File: config.mk
export PLATFORM = sky130hd
export DESIGN_NAME = pkt_switch_flat
export DESIGN_NICKNAME = d
export VERILOG_FILES = /design/src/rtl/pkt_switch_if.sv /design/src/rtl/pkt_switch.sv /design/src/flat_wrapper.sv
export SDC_FILE = /design/constraint.sdc
export NUM_CORES = 1
export LEC_CHECK = 0
export ABC_AREA = 1
export CAP_MARGIN = 20
export CORE_MARGIN = 3
export CORE_UTILIZATION = 52
export CTS_BUF_LIST = sky130_fd_sc_hd__clkbuf_8 sky130_fd_sc_hd__clkbuf_16
export DETAILED_ROUTE_END_ITERATION = 16
export PLACE_DENSITY_LB_ADDON = 0.2
export RECOVER_POWER = 25
export SLEW_MARGIN = 0
export SYNTH_ARGS = -nofsm -noshare
export SYNTH_HDL_FRONTEND = slang
export SYNTH_SLANG_ARGS = --single-unit
File: constraint.sdc
create_clock -name clk -period 6.9 [get_ports clk]
set_clock_uncertainty 0.1 [all_clocks]
set_input_delay 1.38 -clock clk [delete_from_list [all_inputs] [get_ports clk]]
set_output_delay 1.38 -clock clk [all_outputs]
set_load 0.005 [all_outputs]
File: src/rtl/pkt_switch_if.sv
`default_nettype none
// +--------------------------------------------------------------------------+
// | pkt_switch_if : per-port packet buses of the N-port packet switch        |
// | Revision      : 1.0                                                      |
// +--------------------------------------------------------------------------+
interface pkt_switch_if #(
  parameter int NUM_PORTS = 4,
  parameter int ADDR_W    = 4,
  parameter int DATA_W    = 8,
  parameter int CNT_W     = 16
);
  logic [NUM_PORTS-1:0]        valid_in;
  logic [NUM_PORTS-1:0]        ready_in;
  logic [NUM_PORTS*ADDR_W-1:0] source_in;
  logic [NUM_PORTS*ADDR_W-1:0] target_in;
  logic [NUM_PORTS*DATA_W-1:0] data_in;
  logic [NUM_PORTS-1:0]        valid_out;
  logic [NUM_PORTS-1:0]        ready_out;
  logic [NUM_PORTS*ADDR_W-1:0] source_out;
  logic [NUM_PORTS*ADDR_W-1:0] target_out;
  logic [NUM_PORTS*DATA_W-1:0] data_out;
  logic [CNT_W-1:0]            drop_cnt;

  modport master (
    output valid_in, source_in, target_in, data_in, ready_out,
    input  ready_in, valid_out, source_out, target_out, data_out, drop_cnt
  );

  modport slave (
    input  valid_in, source_in, target_in, data_in, ready_out,
    output ready_in, valid_out, source_out, target_out, data_out, drop_cnt
  );
endinterface
`default_nettype wire

File: src/rtl/pkt_switch.sv
`default_nettype none
// +--------------------------------------------------------------------------+
// | pkt_switch : N-port packet switch, input FIFOs, round-robin per output   |
// | Revision   : 1.0                                                         |
// +--------------------------------------------------------------------------+
module pkt_switch #(
  parameter int NUM_PORTS  = 4,
  parameter int ADDR_W     = 4,
  parameter int DATA_W     = 8,
  parameter int FIFO_DEPTH = 4,
  parameter int CNT_W      = 16
) (
  input  logic        clk,
  input  logic        rst_n,
  pkt_switch_if.slave bus
);

  localparam int PKT_W  = 2*ADDR_W + DATA_W;
  localparam int PTR_W  = $clog2(FIFO_DEPTH);
  localparam int FCNT_W = $clog2(FIFO_DEPTH+1);
  localparam int PORT_W = $clog2(NUM_PORTS);
  localparam logic [CNT_W-1:0] C_CNT_MAX = '1;

  logic [PKT_W-1:0]     w_head      [NUM_PORTS];
  logic [ADDR_W-1:0]    w_head_tgt  [NUM_PORTS];
  logic                 w_head_vld  [NUM_PORTS];
  logic [NUM_PORTS-1:0] w_grant     [NUM_PORTS];
  logic [NUM_PORTS-1:0] w_drop;
  logic [4:0]           w_drop_num;
  logic [CNT_W+4:0]     w_drop_sum;
  logic [CNT_W-1:0]     r_drop_cnt;

  function automatic logic [PORT_W-1:0] wrap_add(input logic [PORT_W-1:0] base, input int off);
    int s;
    s = int'(base) + off;
    if (s >= NUM_PORTS) s = s - NUM_PORTS;
    return PORT_W'(s);
  endfunction

  for (genvar p = 0; p < NUM_PORTS; p++) begin : g_in
    logic [PKT_W-1:0]  r_mem [FIFO_DEPTH];
    logic [PTR_W-1:0]  r_wr_ptr;
    logic [PTR_W-1:0]  r_rd_ptr;
    logic [FCNT_W-1:0] r_fcnt;
    logic [ADDR_W-1:0] w_tgt;
    logic              w_full;
    logic              w_accept;
    logic              w_tgt_ok;
    logic              w_push;
    logic              w_pop;

    assign w_tgt    = bus.target_in[p*ADDR_W +: ADDR_W];
    assign w_full   = (r_fcnt == FCNT_W'(FIFO_DEPTH));
    assign w_accept = bus.valid_in[p] & ~w_full;
    // Extra bit so NUM_PORTS == 2^ADDR_W still compares correctly.
    assign w_tgt_ok = ({1'b0, w_tgt} < (ADDR_W+1)'(NUM_PORTS));
    assign w_push   = w_accept & w_tgt_ok;
    assign w_drop[p] = w_accept & ~w_tgt_ok;

    assign bus.ready_in[p] = ~w_full;
    assign w_head[p]       = r_mem[r_rd_ptr];
    assign w_head_tgt[p]   = r_mem[r_rd_ptr][DATA_W +: ADDR_W];
    assign w_head_vld[p]   = (r_fcnt != '0);

    always_comb begin
      w_pop = 1'b0;
      for (int t = 0; t < NUM_PORTS; t++) w_pop = w_pop | w_grant[t][p];
    end

    always_ff @(posedge clk) begin
      if (!rst_n) begin
        r_wr_ptr <= '0;
        r_rd_ptr <= '0;
        r_fcnt   <= '0;
      end else begin
        if (w_push) r_wr_ptr <= r_wr_ptr + PTR_W'(1);
        if (w_pop)  r_rd_ptr <= r_rd_ptr + PTR_W'(1);
        r_fcnt <= r_fcnt + FCNT_W'(w_push) - FCNT_W'(w_pop);
      end
    end

    always_ff @(posedge clk) begin
      if (rst_n && w_push)
        r_mem[r_wr_ptr] <= {bus.source_in[p*ADDR_W +: ADDR_W], w_tgt,
                            bus.data_in[p*DATA_W +: DATA_W]};
    end
  end

  for (genvar t = 0; t < NUM_PORTS; t++) begin : g_out
    logic [PORT_W-1:0]    r_rr_ptr;
    logic                 r_vo;
    logic [PKT_W-1:0]     r_pkt;
    logic [NUM_PORTS-1:0] w_req;
    logic                 w_any;
    logic [PORT_W-1:0]    w_idx;
    logic                 w_load;

    assign w_load = ~r_vo | bus.ready_out[t];

    always_comb begin
      for (int p = 0; p < NUM_PORTS; p++)
        w_req[p] = w_head_vld[p] && (w_head_tgt[p] == ADDR_W'(t));
    end

    // Descending scan so the requester closest to r_rr_ptr wins last.
    always_comb begin
      w_any = 1'b0;
      w_idx = '0;
      for (int i = NUM_PORTS-1; i >= 0; i--) begin
        if (w_req[wrap_add(r_rr_ptr, i)]) begin
          w_any = 1'b1;
          w_idx = wrap_add(r_rr_ptr, i);
        end
      end
    end

    assign w_grant[t] = (w_load && w_any) ? (NUM_PORTS'(1) << w_idx) : '0;

    always_ff @(posedge clk) begin
      if (!rst_n) begin
        r_rr_ptr <= '0;
        r_vo     <= 1'b0;
        r_pkt    <= '0;
      end else if (w_load) begin
        if (w_any) begin
          r_vo     <= 1'b1;
          r_pkt    <= w_head[w_idx];
          r_rr_ptr <= wrap_add(w_idx, 1);
        end else begin
          r_vo     <= 1'b0;
        end
      end
    end

    assign bus.valid_out[t]                    = r_vo;
    assign bus.source_out[t*ADDR_W +: ADDR_W]  = r_pkt[DATA_W+ADDR_W +: ADDR_W];
    assign bus.target_out[t*ADDR_W +: ADDR_W]  = r_pkt[DATA_W +: ADDR_W];
    assign bus.data_out[t*DATA_W +: DATA_W]    = r_pkt[DATA_W-1:0];
  end

  always_comb begin
    w_drop_num = '0;
    for (int p = 0; p < NUM_PORTS; p++) w_drop_num = w_drop_num + 5'(w_drop[p]);
  end

  assign w_drop_sum = {5'd0, r_drop_cnt} + {CNT_W'(0), w_drop_num};

  always_ff @(posedge clk) begin
    if (!rst_n)
      r_drop_cnt <= '0;
    else if (w_drop_sum > {5'd0, C_CNT_MAX})
      r_drop_cnt <= C_CNT_MAX;
    else
      r_drop_cnt <= w_drop_sum[CNT_W-1:0];
  end

  assign bus.drop_cnt = r_drop_cnt;

endmodule
`default_nettype wire

File: src/flat_wrapper.sv
// flat-port wrapper written by rule: the top's interface ports become plain ports
module pkt_switch_flat 
#(
  parameter int NUM_PORTS  = 4,
  parameter int ADDR_W     = 4,
  parameter int DATA_W     = 8,
  parameter int FIFO_DEPTH = 4,
  parameter int CNT_W      = 16
)
  (clk, rst_n, bus_valid_in, bus_source_in, bus_target_in, bus_data_in, bus_ready_out, bus_ready_in, bus_valid_out, bus_source_out, bus_target_out, bus_data_out, bus_drop_cnt);
  pkt_switch_if #(.NUM_PORTS(NUM_PORTS), .ADDR_W(ADDR_W), .DATA_W(DATA_W), .CNT_W(CNT_W)) bus_i ();
  input  logic clk;
  input  logic rst_n;
  input wire logic [$bits(bus_i.valid_in)-1:0] bus_valid_in;
  input wire logic [$bits(bus_i.source_in)-1:0] bus_source_in;
  input wire logic [$bits(bus_i.target_in)-1:0] bus_target_in;
  input wire logic [$bits(bus_i.data_in)-1:0] bus_data_in;
  input wire logic [$bits(bus_i.ready_out)-1:0] bus_ready_out;
  output wire logic [$bits(bus_i.ready_in)-1:0] bus_ready_in;
  output wire logic [$bits(bus_i.valid_out)-1:0] bus_valid_out;
  output wire logic [$bits(bus_i.source_out)-1:0] bus_source_out;
  output wire logic [$bits(bus_i.target_out)-1:0] bus_target_out;
  output wire logic [$bits(bus_i.data_out)-1:0] bus_data_out;
  output wire logic [$bits(bus_i.drop_cnt)-1:0] bus_drop_cnt;
  assign bus_i.valid_in = bus_valid_in;
  assign bus_i.source_in = bus_source_in;
  assign bus_i.target_in = bus_target_in;
  assign bus_i.data_in = bus_data_in;
  assign bus_i.ready_out = bus_ready_out;
  assign bus_ready_in = bus_i.ready_in;
  assign bus_valid_out = bus_i.valid_out;
  assign bus_source_out = bus_i.source_out;
  assign bus_target_out = bus_i.target_out;
  assign bus_data_out = bus_i.data_out;
  assign bus_drop_cnt = bus_i.drop_cnt;
  pkt_switch #(.NUM_PORTS(NUM_PORTS), .ADDR_W(ADDR_W), .DATA_W(DATA_W), .FIFO_DEPTH(FIFO_DEPTH), .CNT_W(CNT_W)) u_core (.clk(clk), .rst_n(rst_n), .bus(bus_i));
endmodule
==> Yosys cells after proc, flatten, opt, wreduce, memory -nomap -nowiden <==
Memory sizes are Yosys's and may differ from the RTL's. A register that Yosys moved wholly into a read port is not among the register bits.
Index checks and enable logic that the tools add are counted.
{ "classes": {"eq_ne": 16, "n_lt_le_gt_ge": 45, "n_reduce_logical": 36, "muxes": 121, "n_bitwise": 44, "shift": 4, "add_sub_neg": 56} }
{ "op_table": {"columns": ["operator", "n"], "rows": [
  ["$mux W16", 9],
  ["$bmux W16 S2", 4],
  ["$mux W2", 44],
  ["$ge A3 B3 Y1 const B", 20],
  ["$lt A2 B3 Y1 const B", 16],
  ["$mux W1", 44],
  ["$sub A2 B1 Y2 const B", 20],
  ["$bmux W1 S2", 16],
  ["$eq A4 B2 Y1 const B", 8],
  ["$add A2 B1 Y3 const B", 8],
  ["$add A2 B2 Y3 const B", 8],
  ["$logic_and A1 B1 Y1", 24],
  ["$gt A21 B16 Y1 const B", 1],
  ["$add A16 B5 Y17", 1],
  ["$add A2 B1 Y2 const B", 8],
  ["$eq A4 B1 Y1 const B", 4],
  ["$logic_not A4 Y1", 4],
  ["$lt A4 B3 Y1 const B", 4],
  ["$mux W4", 4],
  ["$or A1 B1 Y1", 16],
  ["$shl A1 B2 Y4 const A", 4],
  ["$add A3 B1 Y3", 4],
  ["$and A1 B1 Y1", 12],
  ["$eq A3 B3 Y1 const B", 4],
  ["other kinds (8)", 35]
]} }
{ "totals": {"memories": 4, "mem_bits_rw": 256, "elab_cells": 351, "ff_bits": 120} }
{ "mem_list": {"columns": ["memory", "depth", "word_bits", "read_ports", "rd_ports_with_merged_regs", "wr", "line_no", "source"], "rows": [
  ["u_core.g_in[0].r_mem", 4, 16, 1, 1, 1, "pkt_switch.sv:41", "logic [PKT_W-1:0] r_mem [FIFO_DEPTH];"],
  ["u_core.g_in[1].r_mem", 4, 16, 1, 1, 1, "pkt_switch.sv:41", null],
  ["u_core.g_in[2].r_mem", 4, 16, 1, 1, 1, "pkt_switch.sv:41", null],
  ["u_core.g_in[3].r_mem", 4, 16, 1, 1, 1, "pkt_switch.sv:41", null]
]} }

==> Logic depth before layout (Yosys ltp) <==
{ "depth": {"ltp_word": 16, "mapped_depth": 29} }

==> Worst setup path before layout <==
OpenSTA, ideal clock, no wires.
{ "synth_timing": {"path_kind": "input to register", "from": "in bus_target_in[2]", "to": "reg u_core.r_drop_cnt[2] (netlist: u_core.bus.drop_cnt[2])", "slack_ns": 2.291, "arrival_time_ns": 4.439, "required_time_ns": 6.729, "path_stages": 16, "cell_sequence": "nor2_1 > nor2_1 > ha_1 > fa_1 > ha_1 > inv_1 > fa_1 > o22ai_1 > nand3_1 > nor2_1 > nand4_1 > nand3b_1 > nor3_1 > inv_1 > clkbuf_1 > a21oi_1"} }
{ "synth_via": {"elab_chain_cells": 9} }
{ "synth_lines": {"columns": ["item", "line_no", "source"], "rows": [
  ["start: declaration", "flat_wrapper.sv:16", "input wire logic [$bits(bus_i.target_in)-1:0] bus_target_in;"],
  ["$lt A4 B3 Y1 *", "pkt_switch.sv:56", "assign w_tgt_ok = ({1'b0, w_tgt} < (ADDR_W+1)'(NUM_PORTS));"],
  ["$not A1 Y1 *", "pkt_switch.sv:58", "assign w_drop[p] = w_accept & ~w_tgt_ok;"],
  ["$and A1 B1 Y1 *", "pkt_switch.sv:58", null],
  ["$add A1 B1 Y2 *", "pkt_switch.sv:143", "for (int p = 0; p < NUM_PORTS; p++) w_drop_num = w_drop_num + 5'(w_drop[p]);"],
  ["$add A5 B1 Y5 * (2 in series)", "pkt_switch.sv:143", null],
  ["$add A16 B5 Y17 *", "pkt_switch.sv:146", "assign w_drop_sum = {5'd0, r_drop_cnt} + {CNT_W'(0), w_drop_num};"],
  ["$gt A21 B16 Y1", "pkt_switch.sv:151", "else if (w_drop_sum > {5'd0, C_CNT_MAX})"],
  ["$mux W16 *", "pkt_switch.sv:151", null],
  ["end signal: assignment", "pkt_switch.sv:154", "r_drop_cnt <= w_drop_sum[CNT_W-1:0];"],
  ["end: declaration", "pkt_switch.sv:31", "logic [CNT_W-1:0] r_drop_cnt;"]
]} }
Mark *: on every way between the ends. The rest lies on a longest branch, timed or not.
A chain may end at the register's enable or synchronous reset.

==> flow_metrics.py <==
metrics = {
    "run_status": {
        "status": "completed",
    },
    "setup_path": {
        "cp_num_buf_inv": 5,
        "start_kind": "flip-flop",
        "worstSetupEndpointType": "flip-flop",
        "critical-path-max-stage-delay_ns": 0.49,
        "cp.arrival_ns": 5.59,
        "crit_slowest_cell": "nand2_4",
        "critPathKind": "reg -> reg",
        "cp_data_required_time_ns": 7.21,
        "cp_max_fo": 33,
        "crit_family": "simple AND/OR/NAND/NOR gates",
        "crit_top_cell": "nand2_1",
    },
    "timing": {
        "slew_headroom_pct": 31.4,
        "fin_tns_setup_ns": 0,
        "period_needed_ns": 5.29,
        "worstMarginPinSlew_ns": 1.03,
        "timing.hold.ws_ns": 0.339,
        "finalSetupViolations": 0,
        "period_share_pct": 76.6,
        "hold_violations": 0,
        "fmax_mhz": 189,
        "drv_slew": 0,
        "grt_setup_unrepaired": "no",
        "fin_ws_ns": 1.61,
    },
    "routing": {
        "wl_met1_um": 19300,
        "highest_layer": "met5",
        "wl_met2_um": 22100,
        "final_antenna_net_count": 0,
        "wl_um": 45900,
        "drt_iter0_markers": 1277,
        "wl_per_cell_um": 17.8,
        "vias": 14098,
        "met3_length_um": 3110,
        "dr.pass1.iters": 8,
        "drc": 0,
        "vias_per_cell": 5.48,
    },
    "power": {
        "power_frac_comb_pct": 35.7,
        "p_leak_nw": 8.64,
        "swShare_pct": 36.5,
        "pwr-share-clk_pct": 27.3,
        "internal_power_w": 0.00484,
        "power.switching_w": 0.00278,
        "vdd_drop_max_mv": 0.245,
        "p_seq_share_pct": 37.0,
        "p_per_area_nw_per_um2": 359,
    },
    "placement": {
        "portBuffers": 161,
        "pre_cts_ws_ns": 1.11,
        "place.gp.congestion": 0.943,
        "hpwl_um": 31400,
    },
    "clock_network": {
        "ctsHoldBuffers": 0,
        "root_buffer": "clkbuf_16",
        "clk_latency_ns": 0.54,
        "numCtsBuffers": 41,
        "cts-resized-gates": 0,
        "post_cts_buffers": 0,
        "cts_tree": "done",
        "cts_max_level": 2,
        "clock_sinks": 384,
        "cts.path.max_buffers": 3,
        "clkTransAtPathRegs_ns": 0.06,
    },
    "floorplanning": {
        "die-area_um2": 37200,
        "die_h_um": 193,
        "core-area_um2": 34000,
        "pin_count": 162,
        "initial_core_util_pct": 53.5,
        "die_x_um": 193,
        "rows": 67,
    },
    "logic_synthesis": {
        "ys_types": 38,
        "synth_area_leader_cell": "edfxtp_1",
        "synthFlopType": "edfxtp_1",
        "synth.avg_cell_area_um2": 9.21,
        "synth_area_um2": 18200,
        "yosysSeqAreaShare_pct": 56.4,
        "synthTopCellsByArea": "edfxtp_1 (42%), dfxtp_1 (14%), nand2_1 (9.9%)",
        "synth_warnings": 0,
        "synthArstFlopShare_pct": 0,
        "synthCells": 1972,
        "synth_seq_cells": 384,
        "synth_edf_count": 256,
        "syn-num-nets": 2097,
        "synth.top_cell.area_share_pct": 42.3,
    },
    "final_layout": {
        "antenna_cells": 0,
        "post-route-util_pct": 62.5,
        "drive_above_1_share_pct": 7.35,
        "area_growth_syn_to_layout_pct": 16.9,
        "regArea_um2": 10200,
        "final_nets": 2216,
        "multi_input_area_um2": 6730,
        "nFillCells": 2779,
    },
    "worst_hold_path": {
        "min-delay-start": "u_core.g_out[2].r_pkt[11]",
        "hp-class": "reg -> reg",
    },
    "grt": {
        "grt.total_usage_pct": 24.6,
        "grt_max_degree": 55,
        "grt_antenna_before_repair": 1,
        "grt_pass1_vias": 13482,
        "grt_pass1_wl_um": 71600,
        "grt_overflow": 0,
    },
    "job": {
        "cap_violations": 0,
    },
}
[power by group through the flow]
stage	logic, W	registers (W)	clock network [W]
2_1_floorplan	0.00192	0.00282	0
3_3_place_gp	0.00261	0.00286	0
3_5_place_dp	0.00267	0.00286	0
4_1_cts	0.00269	0.00282	0.00211
5_1_grt	0.00305	0.00283	0.00221
6_report	0.00272	0.00281	0.00208
[final cells by class]
cell class	count	area share, %
tap	448	2.64
clock inverter	30	0.955
sequential	384	48.3
multi-input combinational	1309	31.7
timing repair buffer	170	7.97
inverter	185	3.28
clock buffer	45	5.15
[cell families (layout without fill, tap and decap cells)]
group                    count (synthesis)  count (layout)  synth area share, %
flip-flops                             384             384                 56.4
AND/OR/NAND/NOR                       1052            1052                 25.3
XOR/XNOR                                27              27                 1.30
adder cells (fa/ha/maj)                 51              51                 3.76
AO/OA/AOI/OAI                          179             179                 6.51
buffers and inverters                  279             430                 6.74
[worst reg2reg max path: cells and delay by family, from the launching register on]
kind	cells	cell delay, ns
flops	1	0.30
xor+xnor	1	0.17
buf+inv	5	0.95
fa+ha+maj	4	1.12
simple gates	15	2.55
[flip-flops by register name, summed over array words and instances (netlist names), named ones only]
name and flops:
u_core.g_in.r_mem 256, u_core.g_out.r_pkt 64, u_core.bus.drop_cnt 16, u_core.g_in.r_fcnt 12
u_core.g_in.r_rd_ptr 8, u_core.g_in.r_wr_ptr 8, u_core.g_out.r_rr_ptr 8, u_core.g_out.r_vo 4
[cells in the mapped netlist (8+ instances only)]
| cell | n |
|---|---|
| a21oi_1 | 82 |
| a32o_1 | 49 |
| buf_2 | 25 |
| buf_4 | 18 |
| buf_6 | 10 |
| clkbuf_1 | 41 |
| dfxtp_1 | 128 |
| edfxtp_1 | 256 |
| ha_1 | 45 |
| inv_1 | 160 |
| inv_2 | 24 |
| nand2_1 | 480 |
| nand2_2 | 16 |
| nand3_1 | 335 |
| nor2_1 | 187 |
| nor2_2 | 8 |
| o21ai_0 | 33 |
| xnor2_1 | 11 |
| xor2_1 | 16 |
[layout by cell type (no fill, tap or decap), drive strengths merged, types with 6 or more instances in the layout]
cell type / netlist / final
xor2: 16 / 16
fa: 6 / 6
clkinv: 0 / 15
clkdlybuf4s50: 0 / 115
clkbuf: 41 / 45
inv: 185 / 195
nor2: 197 / 197
o21ai: 39 / 39
edfxtp: 256 / 256
a32o: 49 / 49
nand3: 342 / 342
ha: 45 / 45
dlygate4sd3: 0 / 46
xnor2: 11 / 11
buf: 53 / 9
nand2: 503 / 503
a21oi: 82 / 82
dfxtp: 128 / 128
[metrics by stage]
step | total power, W | cells | area (um^2)
4_1_cts | 0.00762 | 2570 | 21200
6_report | 0.00761 | 2571 | 21200
5_1_grt | 0.00809 | 2571 | 21200
3_3_place_gp | 0.00546 | 2495 | 19900
2_1_floorplan | 0.00474 | 1972 | 18200
3_5_place_dp | 0.00553 | 2495 | 19900
[per-layer routing]
metal,vias to the layer above,global-route usage (%)
met4,2,7.71
li1,6871,-
met2,498,41.4
met3,117,4.40
met1,6610,32.7
met5,-,0
[path summary, 6_finish.rpt]
check                                                  to  cells after the start  slack, ns
worst max-delay path             u_core.g_in[3].r_fcnt[2]                     25       1.61
worst min-delay path            u_core.g_out[2].r_pkt[11]                      2       0.34
worst max register to register   u_core.g_in[3].r_fcnt[2]                     25       1.61
worst min register to register  u_core.g_out[2].r_pkt[11]                      2       0.34
Power figures use the tool's default switching activity.
